## config.mk

```make
export PLATFORM = sky130hd
export DESIGN_NAME = syn_fifo_flags
export DESIGN_NICKNAME = d
export VERILOG_FILES = /design/src/rtl/syn_fifo_flags.sv
export SDC_FILE = /design/constraint.sdc
export NUM_CORES = 2
export LEC_CHECK = 0
export CAP_MARGIN = 40
export CORE_UTILIZATION = 68
export DETAILED_ROUTE_END_ITERATION = 16
export GPL_TIMING_DRIVEN = 1
export PLACE_DENSITY_LB_ADDON = 0.2
export SLEW_MARGIN = 30
export SYNTH_ARGS = -nofsm -noshare
export SYNTH_HDL_FRONTEND = slang
export SYNTH_SLANG_ARGS = --single-unit
export TNS_END_PERCENT = 10
```

## constraint.sdc

```tcl
create_clock -name clk -period 7.5 [get_ports clk]
set_input_delay 1.5 -clock clk [delete_from_list [all_inputs] [get_ports clk]]
set_output_delay 1.5 -clock clk [all_outputs]
set_load 0.1 [all_outputs]
```

## src/rtl/syn_fifo_flags.sv

```systemverilog
// syn_fifo_flags: single-clock FIFO with registered or first-word-fall-through read,
// occupancy count, programmable almost flags and one-cycle overflow/underflow pulses.
module syn_fifo_flags #(
    parameter int data_width = 8,
    parameter int depth      = 512,
    parameter int fwft       = 0,
    parameter int af_level   = depth - 4,
    parameter int ae_level   = 4
) (
    input  logic                    clk,
    input  logic                    rst_n,
    input  logic [data_width-1:0]   wr_data,
    input  logic                    wr_en,
    input  logic                    rd_en,
    output logic [data_width-1:0]   rd_data,
    output logic                    rd_valid,
    output logic                    full,
    output logic                    empty,
    output logic                    almost_full,
    output logic                    almost_empty,
    output logic [$clog2(depth):0]  count,
    output logic                    overflow,
    output logic                    underflow
);
    localparam int aw = $clog2(depth);
    localparam logic [aw:0] af_cnt = (aw + 1)'(af_level);
    localparam logic [aw:0] ae_cnt = (aw + 1)'(ae_level);

    generate
        if (depth < 2 || (depth & (depth - 1)) != 0) begin : g_bad_depth
            $error("syn_fifo_flags: depth must be a power of two >= 2");
        end
        if (af_level < 1 || af_level > depth) begin : g_bad_af
            $error("syn_fifo_flags: af_level must be in 1..depth");
        end
        if (ae_level < 0 || ae_level > depth - 1) begin : g_bad_ae
            $error("syn_fifo_flags: ae_level must be in 0..depth-1");
        end
    endgenerate

    logic [data_width-1:0] mem [depth];
    logic [aw:0]           wr_ptr, rd_ptr;
    logic                  wr_ok, rd_ok;

    // Wrap bit disambiguates full from empty when the indices coincide.
    assign full         = (wr_ptr[aw] != rd_ptr[aw]) && (wr_ptr[aw-1:0] == rd_ptr[aw-1:0]);
    assign empty        = wr_ptr == rd_ptr;
    assign count        = wr_ptr - rd_ptr;
    assign almost_full  = count >= af_cnt;
    assign almost_empty = count <= ae_cnt;
    assign wr_ok        = wr_en && !full;
    assign rd_ok        = rd_en && !empty;

    always_ff @(posedge clk or negedge rst_n) begin
        if (!rst_n) begin
            wr_ptr    <= '0;
            rd_ptr    <= '0;
            overflow  <= 1'b0;
            underflow <= 1'b0;
        end else begin
            wr_ptr    <= wr_ok ? wr_ptr + (aw + 1)'(1) : wr_ptr;
            rd_ptr    <= rd_ok ? rd_ptr + (aw + 1)'(1) : rd_ptr;
            overflow  <= wr_en && full;
            underflow <= rd_en && empty;
        end
    end

    always_ff @(posedge clk) begin
        if (wr_ok) mem[wr_ptr[aw-1:0]] <= wr_data;
    end

    generate
        if (fwft != 0) begin : g_fwft
            assign rd_data  = mem[rd_ptr[aw-1:0]];
            assign rd_valid = !empty;
        end else begin : g_reg
            always_ff @(posedge clk or negedge rst_n) begin
                if (!rst_n) begin
                    rd_data  <= '0;
                    rd_valid <= 1'b0;
                end else begin
                    rd_valid <= rd_ok;
                    if (rd_ok) rd_data <= mem[rd_ptr[aw-1:0]];
                end
            end
        end
    endgenerate
endmodule

```

==> metrics.txt <==
WL final=421000 um; Antenna Violating Nets Remaining=0; crit-path max FO=28; hold_buf cts=0; synthesis-to-finish area growth=11.0%; Worst setup SP type=register; # IOs=37; vias per cell=7.30; Worst-Skew Late Latency=0.99 ns; Internal Power=0.0440 W; initial antenna violation count=18; 1st-iter DRT viols=13000; port bufs=36; worst setup path startpoint=rd_ptr[4]; vias in the first global route=81400; post-synth top area share=76.8%; Pwr Density=366 mW/mm^2; GP Congestion=0.909; hold path startpoint=wr_ptr[9]; final instance area=0.178 sq mm; fillers=11900; Tot GR Track Use=35.9%; first-pass GRT wire length=594000 um; Starting Density=68.6%; count of flip-flops with a built-in enable after synthesis=4096; worst hold path type=register to register; H-tree depth=5; Crit path required time=6.00 ns; placed insts=10400; Yosys cell types=66; Std-Cell Rows=177; Post-CTS Resized=0; Syn Inst Count=7534; Worst setup EP type=output pin; mapped cell area=0.160 sq mm; Area after DPL=0.164 sq mm; Clock Path Buffers=4; sequential share of power=39.7%; Synth top cells by count=edfxtp_1 (4096), mux4_2 (952), nor2_1 (622); routed vias=81900; share of layout cells above drive strength 1=23.2%; final std cells w/o fill=11200; Hold Violations, Final=0; final setup vio count=0; Die Area=0.237 sq mm; Top FF cell, synth=edfxtp_1; Clock Power Share=30.5%; final core area utilization=76.1%; dpl hpwl=236000 um; count leader, synth=edfxtp_1; RSZ-0062 raised after global routing=false; Remaining Overflow, GRT=0; YS warnings=0; leak pwr=55.5 nW; Slew Viols, Final=0; Initial DRT Pass Iterations=6; clock-pin slew on the worst setup and hold paths=0.07 ns; cts bufs inserted=403; Total Nets Final=7799; Min Clock Period, post-route=6.37 ns; Logic pwr share=29.9%; Clock Tree Root=clkbuf_16; die height=487 um; setup_tns=0 ns; P_sw=0.0210 W; Avg Inst Size Synth=21.3 sq um; Seq/Total Area, Yosys=77.3%; Residual DRC=0; Post-CTS Setup Bufs=0; max_slew headroom=23.1%; Synthesized Nets=7561; Tcrit/Tclk final=84.9%; Arr. time, crit path=4.87 ns; die width=487 um; FF-to-FF Start=rd_ptr[4]; Synth area leaders=edfxtp_1 (77%), mux4_2 (13%), mux2i_1 (1.8%); Async S/R FF share, synth=0.751%; pin count of the biggest net entering global routing=213; WL/cell=37.5 um; max-cap violation count=0; TritonCTS clock tree=built; Yosys reg bits=4127; maximum clock frequency=157 MHz; status=completed; cell accounting for the most synthesized area=edfxtp_1; Clock Skew=0.0502 ns; Sw Ratio=32.3%; core area=0.233 sq mm; Num Clock Sinks=4127; Slew @ Worst Pin=1.14 ns; Setup Crit Path Kind=register to output pin; worst IR drop on VDD=0.467 mV
worst max-delay path, cell delays in order, from the launching register on:
cell	delay [ns]
dfrtp_4	0.68
inv_2	0.59
ha_1	0.42
and4_1	0.23
nor2b_1	0.13
a211oi_1	0.35
xnor2_2	0.19
nand4bb_1	0.23
nor4_1	0.73
buf_12	0.26
layout by cell type (no fill, tap or decap), types with 35 or more instances in the layout:
cell / n
bufinv_16: 35
a31oi_1: 40
nand2_1: 173
edfxtp_1: 4096
buf_12: 39
a21oi_1: 51
a22oi_1: 156
buf_4: 153
mux2i_1: 284
clkbuf_1: 78
clkinv_2: 77
mux4_2: 952
o22ai_1: 71
a221oi_1: 54
clkinv_1: 75
clkbuf_16: 410
o21ai_0: 45
nor2_1: 609
a211oi_1: 57
nand3_1: 43
cell type report:
| class | count | area, sq um | share of cell area [%] |
|---|---|---|---|
| repair buffers | 290 | 3170 | 1.78 |
| clock inverters | 219 | 2030 | 1.14 |
| inverters | 18 | 80.1 | 0.0451 |
| flip-flops and latches | 4127 | 124000 | 69.7 |
| clock buffers | 494 | 10600 | 5.99 |
| well taps | 3132 | 3920 | 2.21 |
| diodes | 14 | 35.0 | 0.0197 |
| multi-input cells | 2932 | 34000 | 19.2 |
power groups by stage:
stage | clock [W] | combinational, W | sequential [W]
finish | 0.0198 | 0.0194 | 0.0258
global route | 0.0206 | 0.0198 | 0.0258
CTS | 0.0198 | 0.0189 | 0.0258
detailed placement | 0 | 0.0186 | 0.0263
global placement | 0 | 0.0182 | 0.0263
floorplan | 0 | 0.0123 | 0.0262
registers in the layout, summed over array words and instances, names as in the netlist:
| register | count |
|---|---|
| mem | 4096 |
| overflow | 1 |
| rd_data | 8 |
| rd_ptr | 10 |
| rd_valid | 1 |
| underflow | 1 |
| wr_ptr | 10 |
cells by family (layout without fill, tap and decap cells):
logic type | after synthesis | after routing | share of synthesized area (%)
and+or+nand+nor | 1006 | 1006 | 2.62
other | 0 | 14 | 0
adders and majority gates | 15 | 15 | 0.122
DFF | 4127 | 4127 | 77.3
AOI/OAI and AO/OA | 643 | 643 | 2.92
muxes | 1244 | 1244 | 15.2
xor gates and xnor gates | 24 | 24 | 0.131
buffers and inverters | 475 | 1021 | 1.67
layer usage:
metal	part of all wire, %	vias up	track usage [%]
li1	-	31900	-
met1	34	42200	49.4
met2	47	6599	54.2
met3	13	1111	9.90
met4	5.5	20	17.1
met5	0.033	-	0
worst paths after layout:
check	to	slack [ns]	cells after the start
min in group asynchronous	rd_valid	0.63	2
worst min register to register	wr_ptr[9]	0.50	1
worst max register to register	mem[79][0]	2.32	9
worst min-delay path	wr_ptr[9]	0.50	1
max in group asynchronous	rd_ptr[0]	6.24	2
worst max-delay path	almost_empty	1.13	9
metrics by stage:
| stage | hold slack (ns) | worst slack (ns) | total power [W] |
|---|---|---|---|
| finish | 0.497 | 1.13 | 0.0650 |
| global route | 0.513 | 1.02 | 0.0662 |
| CTS | 0.496 | 0.967 | 0.0645 |
| detailed placement | 0.485 | 2.09 | 0.0449 |
| global placement | 0.481 | 2.10 | 0.0444 |
| floorplan | 0.464 | 0.00856 | 0.0385 |
No activity file was read; power rests on OpenSTA's default activity.
